### src/rtl/spi_pix_pkg.sv
// ---------------------------------------------------------------------------
// spi_pix_pkg
//   Shared definitions for the pixel SPI transmit lane: frame state encoding,
//   default timing constants (also used by the receive lane) and the frame
//   width of one pixel write (address followed by luma).
// ---------------------------------------------------------------------------
package spi_pix_pkg;

   localparam int unsigned DEF_CLK_DIV  = 4;
   localparam int unsigned DEF_CS_SETUP = 2;
   localparam int unsigned DEF_CS_HOLD  = 2;
   localparam int unsigned DEF_IDLE_GAP = 2;
   localparam int unsigned DEF_ADDR_W   = 16;
   localparam int unsigned DEF_DATA_W   = 12;

   localparam int unsigned FRAME_BITS = DEF_ADDR_W + DEF_DATA_W;

   typedef enum logic [2:0] {
      IDLE,
      SETUP,
      SHIFT,
      HOLD,
      GAP
   } state_e;

   // Number of Cclk cycles CS_n stays low for one frame.
   function automatic int unsigned cs_low_cycles(input int unsigned div,
                                                 input int unsigned setup,
                                                 input int unsigned hold,
                                                 input int unsigned bits);
      return setup + 2 * div * bits + hold;
   endfunction

endpackage

### src/rtl/spi_pix_tx_bit_timer.sv
// ---------------------------------------------------------------------------
// spi_bit_timer
//   SCLK phase generator. While enabled it produces SCLK low for CLK_DIV
//   cycles, then high for CLK_DIV cycles, repeating. Outside of enable the
//   phase counter is held at zero and SCLK is held low.
//
//   clk_i   system clock
//   rst_ni  asynchronous active-low reset
//   en_i    run the timer (frame is in the shift phase)
//   sclk_o  registered SCLK level
//   rise_o  strobe: SCLK goes high at the coming clock edge
//   fall_o  strobe: SCLK goes low at the coming clock edge
// ---------------------------------------------------------------------------
module spi_bit_timer #(
   parameter int unsigned CLK_DIV = 4
) (
   input  logic clk_i,
   input  logic rst_ni,
   input  logic en_i,
   output logic sclk_o,
   output logic rise_o,
   output logic fall_o
);

   localparam logic [7:0] DIV_M1 = 8'(CLK_DIV - 1);

   logic [7:0] cnt_q, cnt_d;
   logic       sclk_q, sclk_d;
   logic       half_end;

   // Counter covers one half-period so CLK_DIV up to 255 fits in 8 bits.
   assign half_end = en_i && (cnt_q == DIV_M1);

   always_comb begin
      cnt_d  = '0;
      sclk_d = 1'b0;
      if (en_i) begin
         cnt_d  = half_end ? '0 : cnt_q + 8'd1;
         sclk_d = half_end ? ~sclk_q : sclk_q;
      end
   end

   always_ff @(posedge clk_i or negedge rst_ni) begin
      if (!rst_ni) begin
         cnt_q  <= '0;
         sclk_q <= 1'b0;
      end else begin
         cnt_q  <= cnt_d;
         sclk_q <= sclk_d;
      end
   end

   assign sclk_o = sclk_q;
   assign rise_o = half_end && !sclk_q;
   assign fall_o = half_end &&  sclk_q;

endmodule

### src/rtl/spi_pix_tx.sv
// ---------------------------------------------------------------------------
// spi_pix_tx
//   Single-lane SPI master (mode 0) sending one pixel write per chip-select
//   frame: {s_addr, s_data}, MSB first. MISO is captured during the frame
//   and presented as rx_word with a one-cycle rx_valid at the end of HOLD.
//
//   Cclk      system clock
//   rstn      asynchronous active-low reset (aborts any frame in flight)
//   s_valid   pixel word valid
//   s_ready   accepting a word (IDLE only)
//   s_addr    line-buffer address
//   s_data    luma sample
//   SCLK      SPI clock, idle low
//   MOSI      SPI data out
//   CS_n      chip select, active low
//   MISO      SPI data in
//   rx_word   bits captured on MISO in the last completed frame
//   rx_valid  one-cycle pulse when rx_word updates
//   busy      high from accept until the end of the inter-frame gap
// ---------------------------------------------------------------------------
module spi_pix_tx
   import spi_pix_pkg::*;
#(
   parameter int unsigned CLK_DIV  = DEF_CLK_DIV,
   parameter int unsigned CS_SETUP = DEF_CS_SETUP,
   parameter int unsigned CS_HOLD  = DEF_CS_HOLD,
   parameter int unsigned IDLE_GAP = DEF_IDLE_GAP,
   parameter int unsigned ADDR_W   = DEF_ADDR_W,
   parameter int unsigned DATA_W   = DEF_DATA_W
) (
   input  logic                     Cclk,
   input  logic                     rstn,
   input  logic                     s_valid,
   output logic                     s_ready,
   input  logic [ADDR_W-1:0]        s_addr,
   input  logic [DATA_W-1:0]        s_data,
   output logic                     SCLK,
   output logic                     MOSI,
   output logic                     CS_n,
   input  logic                     MISO,
   output logic [ADDR_W+DATA_W-1:0] rx_word,
   output logic                     rx_valid,
   output logic                     busy
);

   localparam int unsigned N   = ADDR_W + DATA_W;
   localparam int unsigned BCW = $clog2(N + 1);

   localparam logic [BCW-1:0] LAST_BIT = BCW'(N - 1);
   localparam logic [7:0]     SETUP_M1 = 8'(CS_SETUP - 1);
   localparam logic [7:0]     HOLD_M1  = 8'(CS_HOLD - 1);
   localparam logic [7:0]     GAP_M1   = 8'(IDLE_GAP - 1);

   state_e           state_q;
   logic             s_ready_q;
   logic             cs_n_q;
   logic             mosi_q;
   logic             busy_q;
   logic             rx_valid_q;
   logic [N-1:0]     rx_word_q;
   logic [N-1:0]     tx_sh_q;
   logic [N-1:0]     rx_sh_q;
   logic [BCW-1:0]   bit_q;
   logic [7:0]       dly_q;

   logic             sclk;
   logic             rise;
   logic             fall;

   spi_bit_timer #(
      .CLK_DIV (CLK_DIV)
   ) u_bit_timer (
      .clk_i  (Cclk),
      .rst_ni (rstn),
      .en_i   (state_q == SHIFT),
      .sclk_o (sclk),
      .rise_o (rise),
      .fall_o (fall)
   );

   always_ff @(posedge Cclk or negedge rstn) begin
      if (!rstn) begin
         state_q    <= IDLE;
         s_ready_q  <= 1'b0;
         cs_n_q     <= 1'b1;
         mosi_q     <= 1'b0;
         busy_q     <= 1'b0;
         rx_valid_q <= 1'b0;
         rx_word_q  <= '0;
         tx_sh_q    <= '0;
         rx_sh_q    <= '0;
         bit_q      <= '0;
         dly_q      <= '0;
      end else begin
         rx_valid_q <= 1'b0;
         case (state_q)
            IDLE: begin
               if (s_valid && s_ready_q) begin
                  state_q   <= SETUP;
                  s_ready_q <= 1'b0;
                  busy_q    <= 1'b1;
                  cs_n_q    <= 1'b0;
                  tx_sh_q   <= {s_addr, s_data};
                  mosi_q    <= s_addr[ADDR_W-1];
                  rx_sh_q   <= '0;
                  bit_q     <= '0;
                  dly_q     <= SETUP_M1;
               end else begin
                  s_ready_q <= 1'b1;
               end
            end

            SETUP: begin
               if (dly_q == 8'd0) begin
                  state_q <= SHIFT;
               end else begin
                  dly_q <= dly_q - 8'd1;
               end
            end

            SHIFT: begin
               if (rise) begin
                  rx_sh_q <= {rx_sh_q[N-2:0], MISO};
               end
               // MOSI advances on the same edge SCLK falls, so it is stable
               // for the whole low phase ahead of the next rise.
               if (fall) begin
                  tx_sh_q <= {tx_sh_q[N-2:0], 1'b0};
                  mosi_q  <= tx_sh_q[N-2];
                  if (bit_q == LAST_BIT) begin
                     state_q <= HOLD;
                     bit_q   <= '0;
                     dly_q   <= HOLD_M1;
                  end else begin
                     bit_q <= bit_q + 1'b1;
                  end
               end
            end

            HOLD: begin
               if (dly_q == 8'd0) begin
                  state_q    <= GAP;
                  cs_n_q     <= 1'b1;
                  rx_word_q  <= rx_sh_q;
                  rx_valid_q <= 1'b1;
                  dly_q      <= GAP_M1;
               end else begin
                  dly_q <= dly_q - 8'd1;
               end
            end

            GAP: begin
               if (dly_q == 8'd0) begin
                  state_q   <= IDLE;
                  s_ready_q <= 1'b1;
                  busy_q    <= 1'b0;
               end else begin
                  dly_q <= dly_q - 8'd1;
               end
            end

            default: begin
               state_q <= IDLE;
            end
         endcase
      end
   end

   assign s_ready  = s_ready_q;
   assign SCLK     = sclk;
   assign MOSI     = mosi_q;
   assign CS_n     = cs_n_q;
   assign rx_word  = rx_word_q;
   assign rx_valid = rx_valid_q;
   assign busy     = busy_q;

endmodule

### config.mk
export PLATFORM = sky130hd
export DESIGN_NAME = spi_pix_tx
export DESIGN_NICKNAME = d
export VERILOG_FILES = /design/src/rtl/spi_pix_pkg.sv /design/src/rtl/spi_pix_tx_bit_timer.sv /design/src/rtl/spi_pix_tx.sv
export SDC_FILE = /design/constraint.sdc
export NUM_CORES = 1
export LEC_CHECK = 0
export CORE_ASPECT_RATIO = 1.75
export CORE_MARGIN = 2
export CORE_UTILIZATION = 54
export CTS_CLUSTER_SIZE = 25
export DETAILED_ROUTE_END_ITERATION = 12
export HOLD_SLACK_MARGIN = 0.06
export PLACE_DENSITY = 0.75
export SYNTH_ARGS = -nofsm -noshare
export SYNTH_HDL_FRONTEND = slang
export SYNTH_HIERARCHICAL = 1
export SYNTH_SLANG_ARGS = --single-unit
export TNS_END_PERCENT = 10
### constraint.sdc
create_clock -name Cclk -period 3.9 [get_ports Cclk]
set_clock_uncertainty 0.2 [all_clocks]
set_input_delay 0.78 -clock Cclk [delete_from_list [all_inputs] [get_ports Cclk]]
set_output_delay 0.78 -clock Cclk [all_outputs]
set_load 0.02 [all_outputs]
==> flow_metrics.py, run 1 <==
metrics = {
    "worst_setup_path": {
        "arrival_ps": 2770,
        "crit_path_start_kind": "register",
        "endpoint": "rx_sh_q[26]",
        "criticalPathCategory": "reg2reg",
        "r2r-end": "rx_sh_q[26]",
        "required_ps": 3990,
        "r2r-start": "state_q[1]",
        "path_depth": 7,
        "path_delay_family": "buffers and inverters",
        "critPathSlowestCell": "dfrtp_1",
        "cp_slowest_stage_delay_ps": 540,
        "rr_worst_depth": 7,
        "worstSetupStartpoint": "state_q[1]",
        "path_buf_inv": 3,
        "cp_cell_sequence": "nor3b_2, buf_4, and2_1, buf_4, nor2_1, buf_4, a22o_1",
        "critPathMaxFanout": 33,
        "cp-end-kind": "register",
        "worst_path_most_repeated_cell": "buf_4",
        "r2r_slack_ps": 1220,
    },
    "route": {
        "drtAntennaViolNets": 0,
        "drc": 0,
        "routedWlPerCell_um": 16.3,
        "vias_per_cell": 5.57,
        "drtIter0Drc": 142,
        "via_count": 3327,
        "drt-total-wl_um": 9730,
        "firstDrtPassIters": 4,
    },
    "global_route": {
        "grt_pass1_vias": 3440,
        "grt_max_degree": 76,
        "grt_pass1_wl_um": 15700,
        "antenna_found_initial": 0,
        "grtUsageTotal_pct": 21.9,
        "grt_remaining_overflow": 0,
    },
    "timing": {
        "finalSetupViolCount": 0,
        "fmax_mhz": 373,
        "rsz0062_at_grt": "no",
        "maxSlewViolCount": 0,
        "holdWs_ps": 277,
        "period_share_pct": 68.8,
        "worstMarginPinSlew_ps": 908,
        "hold_violations": 0,
        "slew_headroom_pct": 39.5,
        "fin_crit_ps": 2680,
        "setup_ws_ps": 1220,
        "tns_ps": 0,
    },
    "logic_synthesis": {
        "synthesis.area_um2": 4790,
        "synth.largest_area_cell": "dfrtp_1",
        "ys_seq_area_share_pct": 59.1,
        "synth_ff_type": "dfrtp_1",
        "syn_area_per_cell_um2": 12.1,
        "yosysWarningCount": 6,
        "synth_fp_nets": 433,
        "synth_top_area_share_pct": 58.5,
        "synthCells": 397,
        "async_reset_ff_share_pct": 100,
        "yosysUniqueCellTypes": 50,
        "synth_edf_count": 0,
        "synth_area_leaders": "dfrtp_1 59%, mux2i_1 6.1%, mux2_2 5.9%",
        "ys_seq_elements": 113,
    },
    "place": {
        "dp_hpwl_um": 6290,
        "pre_cts_ws_ps": 1190,
        "io_buffers": 65,
        "placed_cell_area_um2": 5560,
        "gp_congestion": 0.798,
    },
    "hold_path": {
        "min_path_type": "reg2reg",
        "min-delay-start": "tx_sh_q[1]",
    },
    "pwr": {
        "p_per_area_nw_per_um2": 655,
        "power_leakage_nw": 2.82,
        "vdd.ir_drop.worst_mv": 0.449,
    },
    "die": {
        "rows": 45,
        "die_y_um": 129,
        "initial_core_util_pct": 55.2,
        "io_pins": 66,
        "die_area_um2": 9670,
        "core-area_um2": 8670,
        "die_x_um": 75.2,
    },
    "run": {
        "max-cap-violations": 0,
    },
    "clock_tree": {
        "clockBufferDepth": 2,
        "cts_tree": "built",
        "clock_latency_ps": 410,
        "cts_max_level": 4,
        "clkTransAtPathRegs_ps": 60,
        "postCtsSetupBuffers": 0,
        "ctsRootBufferMaster": "clkbuf_16",
        "cts.repair.resized": 0,
        "cts.sinks": 113,
        "numCtsBuffers": 17,
        "cts_hold_buffers": 0,
    },
    "cells_and_area": {
        "nNetsFinal": 504,
        "antennaDiodeCount": 0,
        "final_layout_size_suffix_gt1_share_pct": 15.2,
        "fillers": 660,
        "areaGrowthSynthToFinish_pct": 28.9,
        "final_area_um2": 6170,
    },
    "status": {
        "status": "finished clean",
    },
}
-- kinds of logic (layout without fill, tap and decap cells) --
| kind of cell | Yosys count | count (layout) | synth area share, % |
|---|---|---|---|
| compound gates | 102 | 102 | 14.3 |
| flops | 113 | 113 | 59.1 |
| fa+ha+maj | 4 | 4 | 1.05 |
| simple gates | 87 | 87 | 9.54 |
| xor+xnor | 4 | 4 | 0.732 |
| buf+inv | 30 | 113 | 2.61 |
| mux | 57 | 57 | 12.6 |
-- layout make-up --
class / instances / area (um2) / share of cell area [%]
sequential: 113 / 2830 / 45.8
multi-input combinational: 254 / 1850 / 29.9
timing repair buffer: 73 / 708 / 11.5
clock buffer: 20 / 447 / 7.24
clock inverter: 11 / 163 / 2.63
tap: 117 / 146 / 2.37
inverter: 9 / 33.8 / 0.547
-- flip-flops by register name, summed over array words and instances, names as in the netlist --
| register | flops |
|---|---|
| tx_sh_q | 27 |
| bit_q | 5 |
| state_q | 3 |
| rx_valid | 1 |
| u_bit_timer/cnt_q | 8 |
| dly_q | 8 |
| rx_word | 28 |
| CS_n | 1 |
| rx_sh_q | 28 |
| MOSI | 1 |
| u_bit_timer/sclk_o | 1 |
| s_ready | 1 |
| busy | 1 |
-- synth_stat cells (2+ instances only) --
master / n
o22ai_1: 2
xnor2_1: 2
mux2i_1: 29
o31ai_1: 2
and2_1: 2
dfrtp_1: 112
clkbuf_1: 12
nand2_1: 32
a32o_1: 2
nor4_1: 2
o21ai_0: 41
a21o_1: 3
or4b_1: 2
or3_1: 9
inv_1: 9
a31oi_1: 2
buf_2: 7
mux2_1: 3
nor3b_1: 2
a21oi_1: 9
mux2_2: 25
xor2_1: 2
nor2_1: 16
ha_1: 4
a22o_1: 32
nand3_1: 8
nor3_1: 2
or4_1: 2
-- per-stage QoR --
stage               instances  util [%]  power (W)
floorplan                 397         -    0.00220
global placement          566      64.2    0.00242
detailed placement        566      64.2    0.00246
CTS                       597      71.2    0.00408
global route              597      71.2    0.00425
finish                    597      71.2    0.00404
-- worst register-to-register path, delay by kind of cell (launching register included) --
kind / cells / cell delay [ps]
buffers and inverters: 3 / 1020
AND/OR/NAND/NOR: 3 / 590
flip-flops: 1 / 540
AO/OA/AOI/OAI: 1 / 220
-- power breakdown --
| group | leakage (nW) | internal, W | switching, W |
|---|---|---|---|
| clock | 0.292 | 0.00107 | 0.000519 |
| sequential | 1.51 | 0.00138 | 0.000168 |
| combinational | 1.02 | 0.000385 | 0.000518 |
-- worst min path at each step --
stage / end / slack, ps / cells past startpoint
floorplan: tx_sh_q[10] / 250 / 2
global placement: tx_sh_q[24] / 260 / 2
detailed placement: tx_sh_q[1] / 270 / 2
CTS: CS_n / 280 / 2
global route: rx_word[18] / 290 / 1
finish: tx_sh_q[1] / 280 / 2
-- metal layers --
layer	vias up	GRT usage (%)	part of all wire [%]	routed length, um
met1	1647	24.7	40	3860
met2	77	35.1	53	5150
met5	-	0	0	0
li1	1587	-	-	-
met4	0	12.0	2.3	227
met3	16	8.14	5.1	499
-- cells in the final DEF (no fill, tap or decap), types with 8 or more instances in the layout --
| master | instances |
|---|---|
| inv_1 | 9 |
| buf_4 | 9 |
| nand3_1 | 8 |
| clkbuf_16 | 17 |
| a21oi_1 | 9 |
| clkdlybuf4s50_1 | 64 |
| mux2_2 | 25 |
| nor2_1 | 15 |
| nand2_1 | 32 |
| dfrtp_1 | 112 |
| or3_1 | 9 |
| o21ai_0 | 41 |
| mux2i_1 | 29 |
| a22o_1 | 32 |
No activity file was read; power rests on OpenSTA's default activity.
==> run 2: changes to the inputs <==
--- a/config.mk
+++ b/config.mk
@@ -7,11 +7,11 @@
 export LEC_CHECK = 0
 export CORE_ASPECT_RATIO = 1.75
 export CORE_MARGIN = 2
-export CORE_UTILIZATION = 54
+export CORE_UTILIZATION = 49
 export CTS_CLUSTER_SIZE = 25
 export DETAILED_ROUTE_END_ITERATION = 12
 export HOLD_SLACK_MARGIN = 0.06
-export PLACE_DENSITY = 0.75
+export PLACE_DENSITY = 0.71
 export SYNTH_ARGS = -nofsm -noshare
 export SYNTH_HDL_FRONTEND = slang
 export SYNTH_HIERARCHICAL = 1
==> constraint.sdc (replaced) <==
create_clock -name Cclk -period 2.15 [get_ports Cclk]
set_clock_uncertainty 0.2 [all_clocks]
set_input_delay 0.43 -clock Cclk [delete_from_list [all_inputs] [get_ports Cclk]]
set_output_delay 0.43 -clock Cclk [all_outputs]
set_load 0.02 [all_outputs]
==> flow_metrics.py, run 2 (synthesized netlist as in run 1, its figures left out) <==
metrics = {
    "status": {
        "status": "finished, violations left",
        "violations": "negative setup slack",
    },
    "worst_setup_path": {
        "r2r-end": "dly_q[2]",
        "crit_path_start_kind": "register",
        "cp-end-kind": "register",
        "criticalPathCategory": "reg2reg",
        "r2r_slack_ps": -330,
        "r2r-start": "u_bit_timer/cnt_q[1]",
        "required_ps": 2240,
        "rr_worst_depth": 6,
        "critPathMaxFanout": 7,
        "arrival_ps": 2570,
    },
    "clock_tree": {
        "cts_tree": "built",
        "clock_latency_ps": 400,
        "cts_max_level": 4,
        "ctsRootBufferMaster": "clkbuf_16",
        "numCtsBuffers": 17,
        "cts.sinks": 113,
        "clkTransAtPathRegs_ps": 50,
        "clockBufferDepth": 2,
    },
    "timing": {
        "period_share_pct": 115,
        "finalSetupViolCount": 70,
        "setup_ws_ps": -330,
        "worstMarginPinSlew_ps": 559,
        "maxSlewViolCount": 0,
        "holdWs_ps": 260,
        "tns_ps": -13300,
        "slew_headroom_pct": 62.6,
        "fmax_mhz": 403,
        "fin_crit_ps": 2480,
        "hold_violations": 0,
        "rsz0062_at_grt": "yes",
    },
    "pwr": {
        "p_per_area_nw_per_um2": 1200,
        "vdd.ir_drop.worst_mv": 1.29,
        "power_leakage_nw": 3.11,
    },
    "global_route": {
        "antenna_found_initial": 0,
        "grt_max_degree": 51,
        "grt_pass1_wl_um": 18100,
        "grt_pass1_vias": 3788,
        "grt_remaining_overflow": 0,
        "grtUsageTotal_pct": 21.9,
    },
    "route": {
        "drtIter0Drc": 119,
        "drtAntennaViolNets": 0,
        "routedWlPerCell_um": 17.4,
        "drt-total-wl_um": 11100,
        "vias_per_cell": 5.58,
        "via_count": 3572,
        "firstDrtPassIters": 4,
        "drc": 0,
    },
    "cells_and_area": {
        "layout.cells.non_filler": 640,
        "mostFrequentLayoutCells": "112 x dfrtp_1, 62 x clkdlybuf4s50_1, 32 x a22o_1, 32 x buf_4, 29 x mux2i_1",
        "antennaDiodeCount": 0,
        "nNetsFinal": 541,
        "final_area_um2": 6750,
        "final_layout_size_suffix_gt1_share_pct": 26.8,
        "areaGrowthSynthToFinish_pct": 41.0,
        "layout_commonest_cell": "dfrtp_1",
    },
    "die": {
        "rows": 47,
        "die_x_um": 78.7,
        "core-area_um2": 9470,
        "initial_core_util_pct": 50.6,
        "die_y_um": 135,
        "io_pins": 66,
        "die_area_um2": 10600,
    },
    "place": {
        "pre_cts_ws_ps": -495,
        "dpl.cell_count": 600,
        "io_buffers": 65,
        "placed_cell_area_um2": 5860,
        "gp_congestion": 0.813,
        "dp_hpwl_um": 6870,
    },
    "run": {
        "max-cap-violations": 0,
    },
    "hold_path": {
        "min_path_type": "in2async",
    },
}
-- run 2: what timing repair did --
action | CTS | global route
gates resized for setup | 37 | 38
pin swaps | 18 | 15
endpoints found under the hold margin | 74 | 0
setup buffers | 1 | 3
endpoints found under the setup margin | 89 | 101
cloned | 1 | 3
hold buffers | 1 | 0
-- run 2: metal layers --
| layer | track usage (%) | wire [um] | share of wire [%] |
|---|---|---|---|
| met1 | 25.2 | 4390 | 40 |
| met2 | 38.6 | 6060 | 55 |
| met3 | 5.88 | 473 | 4.3 |
| met4 | 8.38 | 184 | 1.7 |
| met5 | 0 | 0 | 0 |
-- run 2: per-stage QoR --
| stage | utilization (%) | power (W) |
|---|---|---|
| 6_report | 71.3 | 0.00807 |
| 5_1_grt | 71.3 | 0.00850 |
| 4_1_cts | 69.0 | 0.00777 |
| 3_5_place_dp | 61.9 | 0.00478 |
| 3_3_place_gp | 61.9 | 0.00471 |
| 2_1_floorplan | - | 0.00402 |
-- run 2: report_power, final --
part	internal, W	switching, W
combinational	0.00118	0.00128
clock	0.00190	0.000949
sequential	0.00250	0.000268
-- run 2: critical path: stages, from the launching register on --
cell and delay (ps):
dfrtp_1 350, ha_2 170, or4b_4 480, nor4_4 410, a311oi_1 170, a211o_2 370, o21ba_2 220
-- run 2: worst max-delay path by stage --
stage                               from          end  slack [ps]
floorplan           u_bit_timer/cnt_q[0]     bit_q[3]        -300
global placement                 s_valid  rx_sh_q[16]        -440
detailed placement               s_valid  rx_sh_q[23]        -490
CTS                 u_bit_timer/cnt_q[1]     dly_q[2]        -300
global route        u_bit_timer/cnt_q[0]     dly_q[1]        -410
finish              u_bit_timer/cnt_q[1]     dly_q[2]        -330
-- run 2: final cells by class --
cell class              count  area [um2]
inverters                   9        33.8
multi-input cells         255        2010
repair buffers            109        1120
well taps                 122         153
flip-flops and latches    113        2830
clock buffers              21         470
fillers                   674        2720
clock inverters            11         135
